### config.mk
export PLATFORM = sky130hd
export DESIGN_NAME = ab_seq_gen
export DESIGN_NICKNAME = d
export VERILOG_FILES = /design/src/rtl/ab_seq_gen.sv
export SDC_FILE = /design/constraint.sdc
export NUM_CORES = 1
export LEC_CHECK = 0
export CAP_MARGIN = 20
export CORE_UTILIZATION = 46
export DETAILED_ROUTE_END_ITERATION = 10
export PLACE_DENSITY_LB_ADDON = 0.05
export RECOVER_POWER = 50
export SLEW_MARGIN = 20
export SYNTH_ARGS = -nofsm -noshare
export SYNTH_HDL_FRONTEND = slang
export SYNTH_SLANG_ARGS = --single-unit
export TNS_END_PERCENT = 5
### constraint.sdc
create_clock -name clk -period 1.5 [get_ports clk]
set_input_delay 0.3 -clock clk [delete_from_list [all_inputs] [get_ports clk]]
set_output_delay 0.3 -clock clk [all_outputs]
set_load 0.05 [all_outputs]
### src/rtl/ab_seq_gen.sv
// ab_seq_gen: a/b burst transmitter that walks the sequence detector S0->S1->S2, holds it, and returns it to S0
module ab_seq_gen #(
    parameter int LEN_W   = 4,
    parameter int GAP_CYC = 1
) (
    input  logic             clk,
    input  logic             reset,
    input  logic             req_valid,
    input  logic [LEN_W-1:0] req_len,
    output logic             req_ready,
    input  logic             abort,
    output logic             a,
    output logic             b,
    output logic             exp_y,
    output logic             busy,
    output logic             done
);
    localparam int GW = 4;

    typedef enum logic [2:0] {
        IDLE  = 3'd0,
        ARM_A = 3'd1,
        ARM_B = 3'd2,
        HOLD  = 3'd3,
        FLUSH = 3'd4,
        GAP   = 3'd5
    } state_t;

    state_t           state, state_nxt;
    logic [LEN_W-1:0] cnt, cnt_nxt, len, len_nxt;
    logic [GW-1:0]    gcnt, gcnt_nxt;

    // state, hold/gap counters and latched burst length
    always_ff @(posedge clk or negedge reset) begin
        if (!reset) begin
            state <= IDLE;
            cnt   <= '0;
            gcnt  <= '0;
            len   <= '0;
        end else begin
            state <= state_nxt;
            cnt   <= cnt_nxt;
            gcnt  <= gcnt_nxt;
            len   <= len_nxt;
        end
    end

    // next-state: abort wins over the normal ARM/HOLD progression; unknown encodings fall back to IDLE
    always_comb begin
        state_nxt = IDLE;
        cnt_nxt   = cnt;
        gcnt_nxt  = gcnt;
        len_nxt   = len;
        case (state)
            IDLE: begin
                state_nxt = req_valid ? ARM_A : IDLE;
                len_nxt   = req_valid ? req_len : len;
            end
            ARM_A: state_nxt = abort ? FLUSH : ARM_B;
            ARM_B: begin
                state_nxt = (abort || len == '0) ? FLUSH : HOLD;
                cnt_nxt   = len;
            end
            HOLD: begin
                state_nxt = (abort || cnt == LEN_W'(1)) ? FLUSH : HOLD;
                cnt_nxt   = cnt - 1'b1;
            end
            FLUSH: begin
                state_nxt = (GAP_CYC != 0) ? GAP : IDLE;
                gcnt_nxt  = GW'(GAP_CYC);
            end
            GAP: begin
                state_nxt = (gcnt == GW'(1)) ? IDLE : GAP;
                gcnt_nxt  = gcnt - 1'b1;
            end
            default: state_nxt = IDLE;
        endcase
    end

    assign a         = (state == ARM_A) || (state == HOLD);
    assign b         = (state == ARM_B) || (state == HOLD);
    assign exp_y     = (state == HOLD);
    assign done      = (state == FLUSH);
    assign busy      = (state != IDLE);
    assign req_ready = (state == IDLE);
endmodule
**Word-level counts from Yosys, hierarchy flattened**

Cells that the tools add are included.

- Flip-flop bits (word level): 15
- Bits of input ports: 8
- Output and inout port bits: 6
- Logic and storage cells: 31

- $add $sub $neg: 2
- Eq/ne operators: 7
- Mux-type cells: 8
- Reductions and logical operators: 10

Operator list:

| kind | number |
|---|---|
| 3-bit case mux with 6 select lines | 1 |
| 4-bit case mux with 2 select lines | 2 |
| 3-bit 2-to-1 mux | 4 |
| 4-bit by 1-bit == test with 1-bit output, second input constant | 2 |
| 4-bit by 1-bit subtractor with 4-bit output, second input constant | 2 |
| 3-bit by 2-bit == test with 1-bit output, second input constant | 2 |
| 3-bit == test, second input constant | 2 |
| 4-bit zero test | 1 |
| 1-bit logical OR | 4 |
| 2-bit nonzero test | 2 |
| 3-bit by 1-bit == test with 1-bit output, second input constant | 1 |
| 3-bit zero test | 1 |
| 3-bit nonzero test | 1 |
| 2-bit AND reduction | 1 |
| 1-bit 2-to-1 mux | 1 |

**Longest topological paths before layout**

- Depth after elaboration: 4
- Gate-level depth with buffers: 5
- Mapped depth without buffers: 5

**Least setup slack after synthesis**

Ideal clock, no wire load.

- Kind: register to output
- Start point: register state[0]
- End point: output exp_y
- Arrival time: 1.789 ns
- Required time: 1.200 ns
- Path slack: -0.589 ns
- Stages on the path, launching flop included: 4
- Buffers on the path: 1
- Cells stage by stage: dfrtp_1 clkbuf_2 nor2b_1 and2_1

- Word-level cells in the longest chain between the ends: 1

Ends and longest elaborated chain:

| item | RTL line | RTL |
|---|---|---|
| start, declared | 29 | `state_t state, state_nxt;` |
| start signal, assigned | 41 | `state <= state_nxt;` |
| 3-bit by 2-bit == test with 1-bit output | 82 | `assign exp_y = (state == HOLD);` |
| end, declared | 14 | `output logic exp_y,` |

No other way between the ends.

**Worst setup path in the final report**

- Start point: register state[0]
- End point: output busy

- Word-level cells in the longest chain between the ends: 1

Ends and longest elaborated chain:

| item | RTL line | RTL |
|---|---|---|
| 3-bit nonzero test | 84 | `assign busy = (state != IDLE);` |
| end, declared | 15 | `output logic busy,` |

No other way between the ends.

==> metrics.csv <==
stage,metric,value,unit
clock_tree,worst skew pair latency,300,ps
routing,DRT Pass-1 Iters,4,
yosys,Avg Synthesized Cell Area,10.25,um^2
floorplanning,Die Y,45.26,um
yosys,largest cells by area after synthesis,"dfrtp_1, mux2_2, ha_1",
global_routing,vias in the first global route,671,
setup_path,Worst EP arrival,1250,ps
power,Pwr Total,3.073,mW
placement,placed insts,127,
setup_path,RR Startpoint,state[0]$_DFF_PN0_,
clock_tree,H-tree depth,1,
placement,Port Buf Inserts,13,
routing,Initial DRC Count,21,
timing,post-route clock period utilization,103.3,%
placement,Placer Congestion,0.8219,
final_layout,antenna cell count,0,
floorplanning,FP Rows,15,
setup_path,FF-to-FF setup slack,20,ps
yosys,sequential fraction of the synthesis area,43.60,%
timing,Max Clk Rate,645.2,MHz
run_status,failing checks,negative setup slack,
yosys,Synth Warn #,0,
final_layout,Synth-to-Final Area Change,52.33,%
yosys,Synth Net Count,96,
placement,HPWL Detailed,1360,um
setup_path,Worst Path Max Fanout,5,
routing,drt wl/cell,14.30,um
floorplanning,Boundary Pins,14,
floorplanning,die area,2048,um^2
yosys,Yosys cell types,32,
floorplanning,initial core utilization,49.32,%
setup_path,Setup crit end kind,output port,
final_layout,post-route insts no fill,139,
timing,PnR worst setup slack,-49.98,ps
routing,DRC viols,0,
timing,Finish-stage setup viols,4,
floorplanning,core outline area,1745,um^2
yosys,Post-Syn Area,860.8,um^2
final_layout,"leading cell type in the layout, fill and taps excluded",buf_4,
setup_path,type of origin of the critical path,register,
yosys,post-synthesis register bit count,15,
setup_path,worst setup path endpoint,busy,
setup_path,crit path kind,register to output port,
clock_tree,"CTS clk-pin slew, worst paths",90,ps
global_routing,initial antenna violation count,0,
power,Lkg Pwr,0.5760,nW
timing,Max Transition Viols Final,0,
power,Peak supply drop,1932,uV
global_routing,Global Route Usage Sum,22.57,%
worst_hold_path,hold path startpoint,gcnt[1]$_DFFE_PN0P_,
timing,Rel. slew slack,43.58,%
timing,Fin. Hold Viols,0,
clock_tree,CTS buffer count,3,
timing,hold slack,527.3,ps
global_routing,largest net degree at the start of global routing,16,
yosys,share of the synthesized area in the top cell type,43.60,%
final_layout,share of cells above drive strength 1,43.86,%
floorplanning,DIE WIDTH,45.26,um
global_routing,remaining global-route overflow,0,
final_layout,utilization after layout,75.13,%
clock_tree,deepest clock path buffer count,2,
yosys,Synth Instances,84,
timing,crit path time final,1550,ps
yosys,"area leader, netlist",dfrtp_1,
final_layout,final net count,127,
routing,ANT nets after route,0,
routing,total number of vias,749,
setup_path,reg-to-reg endpoint,cnt[2]$_DFFE_PN0P_,
clock_tree,CTS tree,yes,
routing,final wirelength,1988,um
power,Power Density,2344,nW/um^2
setup_path,worst setup path startpoint,state[0]$_DFF_PN0_,
clock_tree,clock tree sinks,15,
routing,Vias/cell,5.388,
timing,worst slew pin tran,846.3,ps
timing,Total Neg Setup Slack,-131.4,ps
run_status,outcome,finished with violations,
final_layout,design area,1311,um^2
placement,Place WS,-36.64,ps
timing,RSZ-0062 raised after global routing,true,
final_layout,"commonest cells after routing, fill and taps aside","buf_4, dfrtp_1, o21ai_0, clkdlybuf4s50_1, buf_12",
setup_path,"Req. time, crit path",1200,ps
timing,clock skew,3.601,ps
run,Max Cap Violations,0,
setup_path,Reg2Reg Depth,5,
placement,dpl cell area,1162,um^2
clock_tree,CTS root buf,clkbuf_4,
global_routing,first-pass GRT wire length,3146,um
worst_hold_path,Hold Path Class,register to register,
## state kept, by name (all words and copies together) (netlist names)
name / flops
len: 4
cnt: 4
state: 3
gcnt: 4
## cell usage after synthesis, drive strengths merged
master and instances:
nor2 3, a22o 2, nor3b 1, nand2b 5, buf 3, ha 4, a22oi 1, inv 7
mux2 6, nor4bb 1, nand3b 2, nand2 5, a221o 1, or4 1, mux2i 2, o211ai 1
o21ai 6, or3b 2, a211oi 1, nor2b 3, clkbuf 1, nor3 3, and2 2, a21oi 2
o221ai 1, o22ai 2, nand4b 1, dfrtp 15
## critical path, stage by stage, from the launching register on
cell,delay (ps)
dfrtp_2,470
nor3_4,220
inv_1,100
buf_12,150
## kinds of logic (layout without fill, tap and decap cells)
group | Yosys count | after routing | synth area share, %
AOI/OAI and AO/OA | 17 | 17 | 13.66
adders and majority gates | 4 | 4 | 5.814
buffers and inverters | 11 | 41 | 5.376
DFF | 15 | 15 | 43.60
muxes | 8 | 8 | 10.17
and+or+nand+nor | 29 | 29 | 21.37
## timing repair
| item | 4_1_cts | 5_1_grt |
|---|---|---|
| endpoints found under the hold margin | 0 | 0 |
| setup buffers | 6 | 2 |
| hold buffers | 0 | 0 |
| resized for setup | 6 | 11 |
| pin swaps | 1 | 5 |
| gates cloned | 0 | 0 |
| endpoints found under the setup margin | 7 | 10 |
## power breakdown
| group | switching [mW] | internal, mW | total [mW] |
|---|---|---|---|
| clock | 0.145 | 0.104 | 0.249 |
| combinational | 0.880 | 1.11 | 1.99 |
| sequential | 0.239 | 0.593 | 0.832 |
| total | 1.26 | 1.81 | 3.07 |
## routing by layer
metal	vias up	routed length (um)	track usage, %
li1	354	-	-
met1	370	926	30.98
met3	5	64	4.800
met5	-	0	0
met4	0	53	12.73
met2	20	945	32.75
## layout make-up
cell class	count	area, um^2
flip-flops and latches	15	379.1
multi-input cells	58	524.3
clock buffers	4	26.28
fillers	126	434.2
repair buffers	30	321.6
inverters	7	28.78
well taps	25	31.28
## worst min-delay path by stage
| stage | end | slack (ps) | depth (start not counted) |
|---|---|---|---|
| after floorplan | cnt[0]$_DFFE_PN0P_ | 4 | 0 |
| after global placement | gcnt[1]$_DFFE_PN0P_ | 490 | 2 |
| after detailed placement | gcnt[1]$_DFFE_PN0P_ | 510 | 2 |
| after CTS | cnt[3]$_DFFE_PN0P_ | 320 | 2 |
| after global routing | gcnt[1]$_DFFE_PN0P_ | 570 | 2 |
| final | gcnt[1]$_DFFE_PN0P_ | 530 | 2 |
(Power assumes the default switching activity.)
